File: src/rtl/decode_job_arbiter_pkg.sv
// Shared decoder-link constants, arbiter state encoding and job size helpers.
package decode_job_arbiter_pkg;

  localparam logic [7:0] START_DECODING_MSG      = 8'h01;
  localparam logic [7:0] MEASUREMENT_DATA_HEADER = 8'h02;

  typedef enum logic [1:0] {
    ARB_IDLE,
    ARB_HEADER,
    ARB_PAYLOAD,
    ARB_RESPONSE
  } arb_state_e;

  function automatic int ceil_div8(input int n);
    return (n + 7) / 8;
  endfunction

  // Bytes following the measurement header: per-round X and U syndrome bitmaps.
  function automatic int payload_bytes(input int gx, input int gz, input int gu);
    return gu * (ceil_div8(gx * gz) + ceil_div8(gu * gu - (gu - 1)));
  endfunction

  // Result frame: 3 status bytes plus one correction bitmap per round.
  function automatic int rsp_bytes(input int gx, input int gz, input int gu);
    int corr;
    corr = (gx - 1) * gz + (gx - 1) * gz + 1 + gx * gz;
    return 3 + gu * ceil_div8(corr);
  endfunction

endpackage

File: src/rtl/decode_job_arbiter_rr_arbiter.sv
// Combinational round-robin pick: first active request after last_grant, wrapping.
module rr_arbiter #(
  parameter int NUM_REQ = 2,
  localparam int IW = $clog2(NUM_REQ)
) (
  input  logic [NUM_REQ-1:0] req,
  input  logic [IW-1:0]      last_grant,
  output logic [NUM_REQ-1:0] grant,
  output logic [IW-1:0]      grant_idx
);

  int idx;

  always_comb begin
    grant     = '0;
    grant_idx = '0;
    idx       = 0;
    for (int i = 1; i <= NUM_REQ; i++) begin
      idx = (int'(last_grant) + i) % NUM_REQ;
      if (grant == '0 && req[idx[IW-1:0]]) begin
        grant[idx[IW-1:0]] = 1'b1;
        grant_idx          = idx[IW-1:0];
      end
    end
  end

endmodule

File: src/rtl/decode_job_arbiter.sv
// Shares one decoder controller between NUM_REQ host byte streams, one job at a time,
// with zero-latency pass-through and a response watchdog.
module decode_job_arbiter
  import decode_job_arbiter_pkg::*;
#(
  parameter int NUM_REQ        = 2,
  parameter int GRID_WIDTH_X   = 4,
  parameter int GRID_WIDTH_Z   = 1,
  parameter int GRID_WIDTH_U   = 3,
  parameter int TIMEOUT_CYCLES = 65535
) (
  input  logic                       clk,
  input  logic                       reset,
  input  logic [NUM_REQ*8-1:0]       req_data,
  input  logic [NUM_REQ-1:0]         req_valid,
  output logic [NUM_REQ-1:0]         req_ready,
  output logic [7:0]                 dec_in_data,
  output logic                       dec_in_valid,
  input  logic                       dec_in_ready,
  input  logic [7:0]                 dec_out_data,
  input  logic                       dec_out_valid,
  output logic                       dec_out_ready,
  output logic [NUM_REQ*8-1:0]       rsp_data,
  output logic [NUM_REQ-1:0]         rsp_valid,
  input  logic [NUM_REQ-1:0]         rsp_ready,
  output logic [$clog2(NUM_REQ)-1:0] grant_id,
  output logic                       busy,
  output logic                       timeout_pulse,
  output logic [15:0]                drop_count
);

  localparam int IW = $clog2(NUM_REQ);
  localparam int PB = payload_bytes(GRID_WIDTH_X, GRID_WIDTH_Z, GRID_WIDTH_U);
  localparam int RB = rsp_bytes(GRID_WIDTH_X, GRID_WIDTH_Z, GRID_WIDTH_U);
  localparam int CW = $clog2(((PB > RB) ? PB : RB) + 1);

  arb_state_e         state;
  logic [IW-1:0]      last_grant;
  logic [CW-1:0]      byte_cnt;
  logic [31:0]        wdog;
  logic [NUM_REQ-1:0] pick;
  logic [IW-1:0]      pick_idx;
  logic [7:0]         sel_data;
  logic               sel_valid;
  logic               hdr_known;
  logic               in_hs;
  logic               out_hs;

  rr_arbiter #(.NUM_REQ(NUM_REQ)) u_rr (
    .req        (req_valid),
    .last_grant (last_grant),
    .grant      (pick),
    .grant_idx  (pick_idx)
  );

  assign sel_data  = req_data[8*int'(grant_id) +: 8];
  assign sel_valid = req_valid[grant_id];
  assign hdr_known = (sel_data == MEASUREMENT_DATA_HEADER) || (sel_data == START_DECODING_MSG);
  assign in_hs     = dec_in_valid && dec_in_ready;
  assign out_hs    = dec_out_valid && dec_out_ready;
  assign busy      = (state != ARB_IDLE);

  // Routing: only the owner is ever connected; idle drains stray decoder bytes.
  always_comb begin
    req_ready     = '0;
    rsp_data      = '0;
    rsp_valid     = '0;
    dec_in_data   = 8'h00;
    dec_in_valid  = 1'b0;
    dec_out_ready = 1'b0;
    case (state)
      ARB_IDLE: dec_out_ready = dec_out_valid;
      ARB_HEADER: begin
        if (hdr_known) begin
          dec_in_data         = sel_data;
          dec_in_valid        = sel_valid;
          req_ready[grant_id] = dec_in_ready;
        end else begin
          req_ready[grant_id] = 1'b1;
        end
      end
      ARB_PAYLOAD: begin
        dec_in_data         = sel_data;
        dec_in_valid        = sel_valid;
        req_ready[grant_id] = dec_in_ready;
      end
      ARB_RESPONSE: begin
        rsp_data[8*int'(grant_id) +: 8] = dec_out_data;
        rsp_valid[grant_id]             = dec_out_valid;
        dec_out_ready                   = rsp_ready[grant_id];
      end
      default: ;
    endcase
  end

  always_ff @(posedge clk) begin
    if (reset) begin
      state         <= ARB_IDLE;
      grant_id      <= '0;
      last_grant    <= IW'(NUM_REQ - 1);
      byte_cnt      <= '0;
      wdog          <= '0;
      drop_count    <= '0;
      timeout_pulse <= 1'b0;
    end else begin
      timeout_pulse <= 1'b0;
      case (state)
        ARB_IDLE: begin
          if (|pick) begin
            grant_id <= pick_idx;
            state    <= ARB_HEADER;
          end
        end
        ARB_HEADER: begin
          if (sel_valid) begin
            if (!hdr_known) begin
              if (drop_count != 16'hFFFF) drop_count <= drop_count + 16'd1;
              last_grant <= grant_id;
              state      <= ARB_IDLE;
            end else if (dec_in_ready) begin
              if (sel_data == MEASUREMENT_DATA_HEADER) begin
                byte_cnt <= '0;
                state    <= ARB_PAYLOAD;
              end else begin
                last_grant <= grant_id;
                state      <= ARB_IDLE;
              end
            end
          end
        end
        ARB_PAYLOAD: begin
          if (in_hs) begin
            if (byte_cnt == CW'(PB - 1)) begin
              byte_cnt <= '0;
              wdog     <= '0;
              state    <= ARB_RESPONSE;
            end else begin
              byte_cnt <= byte_cnt + 1'b1;
            end
          end
        end
        ARB_RESPONSE: begin
          wdog <= wdog + 32'd1;
          if (out_hs && byte_cnt == CW'(RB - 1)) begin
            byte_cnt   <= '0;
            last_grant <= grant_id;
            state      <= ARB_IDLE;
          end else begin
            if (out_hs) byte_cnt <= byte_cnt + 1'b1;
            // A result frame that stalls past the limit frees the decoder for others.
            if (wdog == 32'(TIMEOUT_CYCLES - 1)) begin
              timeout_pulse <= 1'b1;
              byte_cnt      <= '0;
              last_grant    <= grant_id;
              state         <= ARB_IDLE;
            end
          end
        end
        default: state <= ARB_IDLE;
      endcase
    end
  end

endmodule
File: config.mk
export PLATFORM = sky130hd
export DESIGN_NAME = decode_job_arbiter
export DESIGN_NICKNAME = d
export VERILOG_FILES = /design/src/rtl/decode_job_arbiter_pkg.sv /design/src/rtl/decode_job_arbiter_rr_arbiter.sv /design/src/rtl/decode_job_arbiter.sv
export SDC_FILE = /design/constraint.sdc
export NUM_CORES = 1
export LEC_CHECK = 0
export CAP_MARGIN = 40
export CORE_MARGIN = 3
export CORE_UTILIZATION = 44
export CTS_CLUSTER_SIZE = 8
export DETAILED_ROUTE_END_ITERATION = 7
export DONT_BUFFER_PORTS = 1
export HOLD_SLACK_MARGIN = 0.12
export PLACE_DENSITY = 0.69
export SYNTH_ARGS = -nofsm -noshare
export SYNTH_HDL_FRONTEND = slang
export SYNTH_SLANG_ARGS = --single-unit
File: constraint.sdc
create_clock -name clk -period 3.2 [get_ports clk]
set_clock_uncertainty 0.15 [all_clocks]
set_input_delay 0.8 -clock clk [delete_from_list [all_inputs] [get_ports clk]]
set_output_delay 0.8 -clock clk [all_outputs]
set_load 0.02 [all_outputs]
==> metrics, run 1 <==
status=complete, no violations; largest fanout on the critical path=17; max-cap viol count=0; Synth Flop Type=dfxtp_1; mean routed wirelength per cell=14.1 µm; IO buf count=0; number of global-route vias before repair=2,778; vias per cell=5.45; clk buf depth=2; RSZ-0062 raised after global routing=false; Arrival @ worst endpoint=2.04 ns; Worst path top cell family by delay=simple AND/OR/NAND/NOR gates; Mapped Cells=415; register area share after synthesis=34.0%; Ys Warns=0; area grow syn2layout=12.9%; I/O pin total=81; Chip Width=93.3 µm; root buf cell=clkbuf_8; Final Cycle Share=93.5%; Final Max Slew Viols=0; initial antenna violation count=0; Synth async-reset ratio=0%; critical path, cell by cell=ha_1 -> inv_1 -> nor2_1 -> and2_1; first-pass GRT wire length=12.5 mm; commonest non-fill, non-tap cell in the layout=nor2_1; worst path buffer plus inverter count=1; Ant. Diodes=0; Post-synth EDFFs=0; nets=469; Synth area leader=dfxtp_1; Vias=2,888; Worst Setup Slack, final=0.209 ns; RR Startpoint=state[0]; Placement Setup Slack=0.153 ns; DRC=0; Slew HR=39.1%; First DRT Iteration DRCs=137; Synth Cell Area=3360 µm²; Mean Syn Cell Area=8.09 µm²; Netlist cell types=50; synthesized flop and latch total=57; Final setup viols=0; Post-DP HPWL=5.42 mm; die height=93.3 µm; CP startpoint kind=register; Final ANT Viol Nets=0; Row Count=31; Routed WL=7.49 mm; grt ovf=0; Min Hold Slack=0.359 ns; CTS Buf Count=9; H-Tree Depth=3; critical path capture point type=output pin; Slowest cell on crit path=ha_1; Final Wtd Congestion=0.808; clk sinks=57; full die area=8710 µm²; most frequent cells in the layout=nor2_1, dfxtp_1, xor2_1, nand2_1, nand3_1; post-synthesis net count=458; peak supply drop=0.401 mV; synth top area cells=dfxtp_1, nor2_1, xor2_1, xnor2_1, and2_1; final core occ=51.7%; TritonRoute pass-1 iters=4; Fmax=334 MHz; HP Class=reg2reg; final hold vios=0; PD cells=442 nW/µm²; minimum clock period=2.99 ns; cts hold-fix bufs=0; hold path start=byte_cnt[1]; GRT Total Usage=17.6%; Core Area=7330 µm²; worst setup path startpoint=state[0]; WP data required=2.25 ns; area share of the largest cell type after synthesis=34.0%; CP peak stage delay=0.48 ns; fillers=727; Starting Density=45.8%; share of cells above drive strength 1=10.4%; largest net degree at the start of global routing=33; CP Class=reg2out; Slew @ Worst Pin=0.906 ns; worst-skew pair later-pin latency=0.33 ns; CTS tree=yes; setup TNS=0 ns; leakage=1.43 nW; Worst-path clk slew=0.07 ns
## cells in the mapped netlist, types with 11 or more instances
cell,count
nor2_1,68
ha_1,11
inv_1,11
clkbuf_1,14
and2_1,22
dfxtp_1,57
a21oi_1,11
xnor2_1,16
nand2_1,27
xor2_1,27
nand3_1,26
and3_1,19
nor4_1,11
nand4_1,11
## metrics by stage
stage | total power, mW | instances | area, µm²
floorplan | 0.845 | 415 | 3360
global placement | 0.865 | 514 | 3540
detailed placement | 0.866 | 514 | 3540
CTS | 1.70 | 530 | 3790
global route | 1.74 | 530 | 3790
finish | 1.68 | 530 | 3790
## cell families after synthesis
group,synth area share (%)
adder cells (fa/ha/maj),4.10
flip-flops,34.0
AND/OR/NAND/NOR,34.1
AO/OA/AOI/OAI,8.99
buffers and inverters,3.21
XOR/XNOR,11.2
multiplexers,4.36
## report_power, final
group	switching, mW	internal (mW)	total (mW)
Clock	0.286	0.537	0.823
Sequential	0.0140	0.717	0.731
Combinational	0.0718	0.0495	0.121
## flip-flops by register name (all words and copies together), names as in the netlist, named ones only
register	count
wdog	32
drop_count	16
grant_id	1
last_grant	1
timeout_pulse	1
byte_cnt	4
state	1
## timing repair
item                                    CTS  global route
buffers inserted                          0             0
gates resized for setup                   1             1
endpoints found under the setup margin    7             7
## final cells by class
cell class	instances	area, µm²	area share, %
multi-input combinational	330	2110	55.7
sequential	57	1140	30.1
clock buffer	11	141	3.73
timing repair buffer	17	128	3.37
tap	99	124	3.27
clock inverter	5	103	2.71
inverter	11	41.3	1.09
## path summary, 6_finish.rpt
kind	slack [ns]	endpoint	cells after the start
worst min-delay path	0.36	byte_cnt[1]	2
worst min register to register	0.36	byte_cnt[1]	2
worst max register to register	0.50	wdog[11]	7
worst max-delay path	0.21	rsp_data[7]	4
## metal layers
metal	vias to the layer above	share of wire (%)	global-route usage, %
li1	1465	-	-
met4	0	1.5	6.96
met3	12	4.8	3.94
met5	-	0	0
met2	74	47	28.7
met1	1337	47	22.6
## worst min-delay path: stages (launching register included)
cell,delay [ns]
dfxtp_1,0.34
nand2b_1,0.08
a21oi_1,0.05
Note: power is estimated with default switching activity, not from simulation.
==> run 2, diff against run 1 <==
clock period = 2.9 ns   (was 3.2 ns; I/O delays follow)
==> run 2 against run 1 <==
  * Worst hold slack worse by 0.063 ns
  * Global-route usage fell by 0.14 points
  * Setup slack got worse by 0.14 ns
  * Cell count up 0.94%
  * Largest cell class unchanged
  * Highest routed layer unchanged
==> metrics, run 2 (synthesis results as in run 1) <==
CP peak stage delay=0.36 ns; hold path start=reset; minimum clock period=2.83 ns; reg2reg path depth=9; worst setup path startpoint=req_data[11]; worst-skew pair later-pin latency=0.34 ns; Worst-path clk slew=0.07 ns; Post-DP HPWL=5.46 mm; flop-to-flop setup slack=0.30 ns; Row Count=31; initial antenna violation count=0; Final Wtd Congestion=0.789; critical path, cell by cell=nor4_2 -> a32o_1 -> nand2_1 -> nor2_1 -> o21ai_2 -> nor2_1 -> buf_4; largest registers=wdog: 32 flops, drop_count: 16 flops, byte_cnt: 4 flops; Routed WL=7.56 mm; GRT Total Usage=17.5%; GR Layer Usage met3=3.70%; Slew @ Worst Pin=0.818 ns; overall power=1.87 mW; full die area=8710 µm²; Hold Path Depth=1; peak supply drop=0.327 mV; die height=93.3 µm; IO buf count=0; Final Cycle Share=97.6%; max FFs per register=32; Chip Width=93.3 µm; vias per cell=5.51; Slew HR=45.1%; first-pass GRT wire length=12.4 mm; PD cells=485 nW/µm²; Top reg by flops=wdog; critical path capture point type=output pin; mean routed wirelength per cell=14.1 µm; final core occ=52.6%; share of cells above drive strength 1=12.4%; CTS tree=yes; DRC=0; Core Area=7330 µm²; met2 Track Usage GR=29.9%; nets=474; most used cell, CP=nor2_1; commonest non-fill, non-tap cell in the layout=nor2_1; setup TNS=0 ns; HP Class=in2reg; Vias=2,949; number of global-route vias before repair=2,688; Starting Density=45.8%; clk buf depth=2; area grow syn2layout=14.9%; largest fanout on the critical path=7; Worst Setup Slack, final=0.0684 ns; First DRT Iteration DRCs=88; RR Startpoint=state[0]; CTS Buf Count=9; CP Class=in2out; busiest layer in global routing=met2; leakage=1.46 nW; CP startpoint kind=input pin; grt ovf=0; worst r2r dst=wdog[11]; Post-CTS Setup Bufs=0; Placement Setup Slack=0.0282 ns; most frequent cells in the layout=nor2_1, dfxtp_1, xor2_1, nand2_1, nand3_1; Fmax=353 MHz; Ant. Diodes=0; clk sinks=57; root buf cell=clkbuf_8; H-Tree Depth=3; WP data required=2.03 ns; final hold vios=0; Final ANT Viol Nets=0; Min Hold Slack=0.297 ns; TritonRoute pass-1 iters=4; Arrival @ worst endpoint=1.96 ns; Slowest cell on crit path=nor4_2; I/O pin total=81; Final Max Slew Viols=0; status=complete, no violations; largest net degree at the start of global routing=33; cts hold-fix bufs=0; Final setup viols=0; Resize count post-CTS=2; hold endpoint=grant_id; met1 GRT Util=21.5%; max-cap viol count=0
[run 2: area by class of cell]
class | instances | area [µm²]
Clock buffer | 11 | 141
Tap cell | 99 | 124
Clock inverter | 5 | 103
Sequential cell | 57 | 1140
Inverter | 11 | 41.3
Multi-Input combinational cell | 330 | 2130
Timing Repair Buffer | 22 | 173
Fill cell | 699 | 3470
[run 2: metal layers]
layer,wire length (µm),part of all wire [%],up-vias
li1,-,-,1481
met1,3400,45,1391
met2,3710,49,72
met3,370,4.9,5
met4,77,1.0,0
met5,0,0,-
[run 2: worst max-delay path by stage]
stage / endpoint / slack (ns) / cells after the start
2_1_floorplan: dec_in_data[1] / 0.05 / 4
3_3_place_gp: dec_in_valid / 0.07 / 7
3_5_place_dp: dec_in_valid / 0.03 / 7
4_1_cts: req_ready[0] / 0.05 / 5
5_1_grt: dec_in_data[2] / -0.04 / 7
6_report: dec_in_data[7] / 0.07 / 7
[run 2: worst max-delay path: cells and delay by family]
| family | cells | cell delay, ns |
|---|---|---|
| AND/OR/NAND/NOR | 4 | 0.72 |
| buffers and inverters | 1 | 0.15 |
| AO/OA/AOI/OAI | 2 | 0.36 |
[run 2: report_power, final]
part | total [mW] | leakage [nW] | internal, mW | switching [mW]
clock | 0.918 | 0.120 | 0.593 | 0.324
sequential | 0.806 | 0.460 | 0.791 | 0.0157
combinational | 0.147 | 0.884 | 0.0646 | 0.0820
[run 2: per-stage QoR]
stage	instances	cell area [µm²]
6_report	535	3860
5_1_grt	535	3860
2_1_floorplan	415	3360
3_5_place_dp	519	3590
4_1_cts	535	3830
3_3_place_gp	518	3570
